**src/rtl/mips_pkg.sv**
```systemverilog
// Shared MIPS core constants and the MEM/WB control bundle.
package mips_pkg;
  localparam int DATA_W     = 32;
  localparam int REG_ADDR_W = 5;

  localparam logic [REG_ADDR_W-1:0] REG_ZERO = '0;

  typedef struct packed {
    logic                  valid;
    logic                  regwrite;
    logic                  memtoreg;
    logic [REG_ADDR_W-1:0] wreg;
  } memwb_ctl_t;
endpackage

```
**src/rtl/mux2_w.sv**
```systemverilog
// Parameterised 2:1 mux; purely combinational, no backpressure.
module mux2_w #(
  parameter int W = 32
) (
  input  logic [W-1:0] d0,
  input  logic [W-1:0] d1,
  input  logic         sel,
  output logic [W-1:0] y
);
  assign y = sel ? d1 : d0;
endmodule

```
**src/rtl/writeback_stage.sv**
```systemverilog
// MEM/WB pipeline register with write-back result selection and retire counter.
// Latency 1 cycle M->W; StallW holds all state, FlushW loads a bubble (flush wins).
import mips_pkg::*;

module writeback_stage #(
  parameter int DATA_W     = mips_pkg::DATA_W,
  parameter int REG_ADDR_W = mips_pkg::REG_ADDR_W,
  parameter int CNT_W      = 32
) (
  input  logic                  CLK,
  input  logic                  Reset,
  input  logic                  StallW,
  input  logic                  FlushW,
  input  logic                  ValidM,
  input  logic                  RegWriteM,
  input  logic                  MemtoRegM,
  input  logic [REG_ADDR_W-1:0] WriteRegM,
  input  logic [DATA_W-1:0]     ReadDataM,
  input  logic [DATA_W-1:0]     ALUOutM,
  output logic                  ValidW,
  output logic                  RegWriteW,
  output logic [REG_ADDR_W-1:0] WriteRegW,
  output logic [DATA_W-1:0]     ResultW,
  output logic [CNT_W-1:0]      RetireCount
);
  memwb_ctl_t        ctl_q;
  logic [DATA_W-1:0] rdata_q;
  logic [DATA_W-1:0] alu_q;
  logic [CNT_W-1:0]  cnt_q;

  always_ff @(posedge CLK or negedge Reset) begin
    if (!Reset) begin
      ctl_q   <= '0;
      rdata_q <= '0;
      alu_q   <= '0;
      cnt_q   <= '0;
    end else if (FlushW) begin
      ctl_q   <= '0;
      rdata_q <= '0;
      alu_q   <= '0;
    end else if (!StallW) begin
      ctl_q.valid    <= ValidM;
      ctl_q.regwrite <= RegWriteM;
      ctl_q.memtoreg <= MemtoRegM;
      ctl_q.wreg     <= WriteRegM;
      rdata_q        <= ReadDataM;
      alu_q          <= ALUOutM;
      if (ValidM)
        cnt_q <= cnt_q + CNT_W'(1);
    end
  end

  mux2_w #(.W(DATA_W)) u_result_mux (
    .d0  (alu_q),
    .d1  (rdata_q),
    .sel (ctl_q.memtoreg),
    .y   (ResultW)
  );

  // Bubbles and writes to $0 never reach the register file or forwarding logic.
  assign RegWriteW   = ctl_q.regwrite & ctl_q.valid & (ctl_q.wreg != REG_ZERO);
  assign WriteRegW   = ctl_q.wreg;
  assign ValidW      = ctl_q.valid;
  assign RetireCount = cnt_q;
endmodule

```
**config.mk**
```make
export PLATFORM = sky130hd
export DESIGN_NAME = writeback_stage
export DESIGN_NICKNAME = d
export VERILOG_FILES = /design/src/rtl/mips_pkg.sv /design/src/rtl/mux2_w.sv /design/src/rtl/writeback_stage.sv
export SDC_FILE = /design/constraint.sdc
export NUM_CORES = 1
export LEC_CHECK = 0
export BUFFER_PORTS_ARGS = -buffer_cell sky130_fd_sc_hd__buf_2
export CORE_MARGIN = 2
export CORE_UTILIZATION = 46
export DETAILED_ROUTE_END_ITERATION = 12
export GPL_ROUTABILITY_DRIVEN = 1
export HOLD_SLACK_MARGIN = 0.12
export PLACE_DENSITY = 0.84
export SLEW_MARGIN = 20
export SYNTH_ARGS = -nofsm -noshare
export SYNTH_HDL_FRONTEND = slang
export SYNTH_SLANG_ARGS = --single-unit
```
**constraint.sdc**
```tcl
create_clock -name CLK -period 1.8 [get_ports CLK]
set_clock_uncertainty 0.1 [all_clocks]
set_input_delay 0.27 -clock CLK [delete_from_list [all_inputs] [get_ports CLK]]
set_output_delay 0.27 -clock CLK [all_outputs]
set_load 0.03 [all_outputs]
```
==> summary.txt <==
Worst setup path
  – R2R setup slack: 110 ps
  – CP Class: reg -> out
  – Worst Setup SP: WriteRegW[1]$_DFFE_PN0P_
  – Crit path capture type: output pin
  – CP arrival: 1600 ps
  – FF-to-FF Start: RetireCount[4]$_DFFE_PN0P_
  – CP Data Required Time: 1430 ps
  – Startpoint Class: flop
  – Largest fanout on the critical path: 2

Worst hold path
  – Min-delay worst type: in -> reg
  – Hold path startpoint: ValidM

Floorplan
  – Starting Density: 46.84%
  – Io pins: 147
  – Die height: 105.8 um
  – Die area: 11200 um2
  – Core ar.: 10180 um2
  – Rows: 37
  – Horiz. Die Dim: 105.8 um

Synthesis
  – Post-synth EDFFs: 0
  – Multiplexer share of the synthesized area: 22.69%
  – Synth area leader: dfrtp_1
  – Async SR Flop Fraction: 100.0%
  – Syn Std Cell Area: 4771 um2
  – Post-synth top area share: 54.55%
  – Simple-gate portion of the synthesized area: 13.45%
  – Main area contributors after synthesis: dfrtp_1 55%, mux2i_1 15%, mux2_2 7.8%, nor2_1 6.1%, xnor2_1 4.8%
  – XOR/XNOR Fraction of Synth Area: 5.691%
  – Synth Area in Compound Gates: 0.3147%
  – Syn nets: 478
  – Main combinational cell family by area after synthesis: multiplexers
  – Flops & latches, synth: 104
  – Synth top cells by count: 104 x dfrtp_1, 77 x nor2_1, 71 x mux2i_1, 33 x mux2_2, 26 x xnor2_1
  – YS warnings: 0
  – Sequential share of the synthesized area: 54.55%
  – Adder-Cell Fraction of Synth Area: 0.2623%
  – Most common cell in the netlist: dfrtp_1
  – Syn Inst Count: 401
  – Post-synth cell types: 29
  – Post-synthesis area per instance: 11.90 um2
  – Primary FF master, synth: dfrtp_1

Route
  – Antenna Violating Nets Remaining: 0
  – Routed met1 length: 5678 um
  – Detailed route wirelength on metal2: 6931 um
  – DR top layer: met4
  – DRC Markers: 0
  – Via density: 5.227
  – DR iter-0 viols: 237
  – Final wirelength: 13740 um
  – Drt wl/cell: 18.04 um
  – DR pass1 iterations: 4
  – Met3 Routed Length: 789 um
  – DR vias: 3983

Global route
  – Vias in the first global route: 4304
  – Tot GR Track Use: 25.26%
  – Largest net degree at the start of global routing: 105
  – First-pass GRT wire length: 22110 um
  – Antenna violations before repair: 0
  – GRT overflow: 0

Power and ir drop
  – Switching Power: 1.513 mW
  – Leakage power: 3.609 nW
  – Clock network fraction of total power: 27.4%
  – Pwr Density: 746.0 nW/um2
  – Combinational power share: 22.6%
  – Internal: 3.701 mW
  – VDD IR-drop max: 0.0006414 V
  – Sw frac: 29.01%
  – Sequential Power Share: 50.1%

Clock network
  – CTS buffer count: 9
  – Clk root buf: clkbuf_8
  – Clock Sink Count: 104
  – Clock tree buffer depth: 2
  – CTS H-Tree Depth: 3
  – TritonCTS clock tree: done
  – Clock-pin slew on the worst setup and hold paths: 100 ps
  – Latest clock arrival within the worst-skew pair: 350 ps

Run
  – Max Cap Viol: 0

Outcome
  – Status: finished with violations
  – Failing checks: negative setup slack

Finish
  – Final net count: 700
  – Final instance count without filler cells: 762
  – Design Area, Final: 6989 um2
  – Diode count: 0
  – Filler Cells Inserted: 688
  – Layout area overhead: 46.50%
  – Share of layout cells above drive strength 1: 34.82%

Timing
  – Final worst path period share: 109.3%
  – Final setup margin: -167.0 ps
  – Max Freq: 508.4 MHz
  – Max-slew violations: 0
  – Max_slew headroom: 61.65%
  – Slew @ Worst Pin: 575.2 ps
  – # setup viols final: 33
  – Final Hold Viols: 0
  – RSZ-0062 raised after global routing: true
  – Period minus WS final: 1967 ps

Place
  – DP Wirelength: 7135 um
  – Gpl congestion: 0.7487
  – IO Port Bufs: 146
  – Dpl cells: 666
  – Area of placed instances: 5652 um2
## worst paths after layout
kind	end	cells past startpoint
min reg2reg	RetireCount[31]$_DFFE_PN0P_	1
max reg2reg	RetireCount[28]$_DFFE_PN0P_	5
max in group asynchronous	rdata_q[4]$_DFFE_PN0P_	3
max	RegWriteW	3
min	ValidW$_DFFE_PN0P_	3
min in group asynchronous	rdata_q[28]$_DFFE_PN0P_	3
## sequential cells by signal, indices dropped and copies added (netlist names)
| signal | flops |
|---|---|
| RetireCount | 32 |
| rdata_q | 32 |
| ValidW | 1 |
| WriteRegW | 5 |
| alu_q | 32 |
| ctl_q | 2 |
## layout by cell type (no fill, tap or decap), types with 2 or more instances in the layout
cell	netlist	final
mux2i_1	71	71
and2_1	2	2
buf_16	0	3
dlygate4sd3_1	0	72
buf_6	1	34
inv_1	2	2
buf_12	0	4
nand2_1	9	9
buf_4	5	14
xor2_1	5	5
nand4_1	13	13
mux2_2	33	15
and3_1	3	3
xnor2_1	26	26
buf_2	8	111
nor2_1	77	77
nor4_4	2	2
nor3_1	2	2
nand3_1	12	12
mux2_4	0	18
clkbuf_8	0	10
and4_1	2	2
nand4b_1	2	2
dfrtp_1	104	103
## per-stage QoR
stage,hold WS (ps),total power [mW],utilization (%),worst slack (ps),TNS [ps]
3_5_place_dp,276.6,3.527,55.49,42.07,0
3_3_place_gp,276.5,3.495,55.49,61.47,0
5_1_grt,173.9,5.432,68.62,-222.7,-5227
6_report,167.3,5.214,68.62,-167.0,-3404
2_1_floorplan,-125.6,3.191,-,3.520,0
4_1_cts,142.8,5.201,68.22,-179.7,-3774
## cell families after synthesis
kind of cell	after synthesis
simple gates	130
xor+xnor	31
compound gates	2
mux	104
fa+ha+maj	1
buf+inv	29
flops	104
## power by group through the flow
stage	logic [mW]	registers, mW	clock network [mW]
finish	1.18	2.61	1.43
global route	1.26	2.63	1.54
CTS	1.14	2.60	1.46
detailed placement	0.884	2.64	0
global placement	0.869	2.63	0
floorplan	0.479	2.71	0
## layer usage
layer	up-vias	global-route usage, %
met5	-	0
li1	1813	-
met3	28	6.184
met1	1991	30.21
met4	0	9.305
met2	151	44.10
## worst max-delay path, stage by stage (launching register included)
cell,delay [ps]
dfrtp_1,400
or3_4,390
o311a_1,310
buf_6,140
## layout make-up
cell class | count | area (um2) | area share, %
clock inverters | 3 | 43.79 | 0.6266
inverters | 2 | 7.507 | 0.1074
multi-input cells | 268 | 2096 | 29.99
clock buffers | 11 | 141.4 | 2.023
repair buffers | 238 | 1927 | 27.57
well taps | 136 | 170.2 | 2.435
flip-flops and latches | 104 | 2604 | 37.25
## timing repair
action,4_1_cts,5_1_grt
setup buffers,3,4
hold endpoints to repair,175,0
setup endpoints to repair,33,39
hold buffers,72,0
gates cloned,3,0
gates resized for setup,87,3
pin swaps,0,1
(Power assumes the default switching activity.)
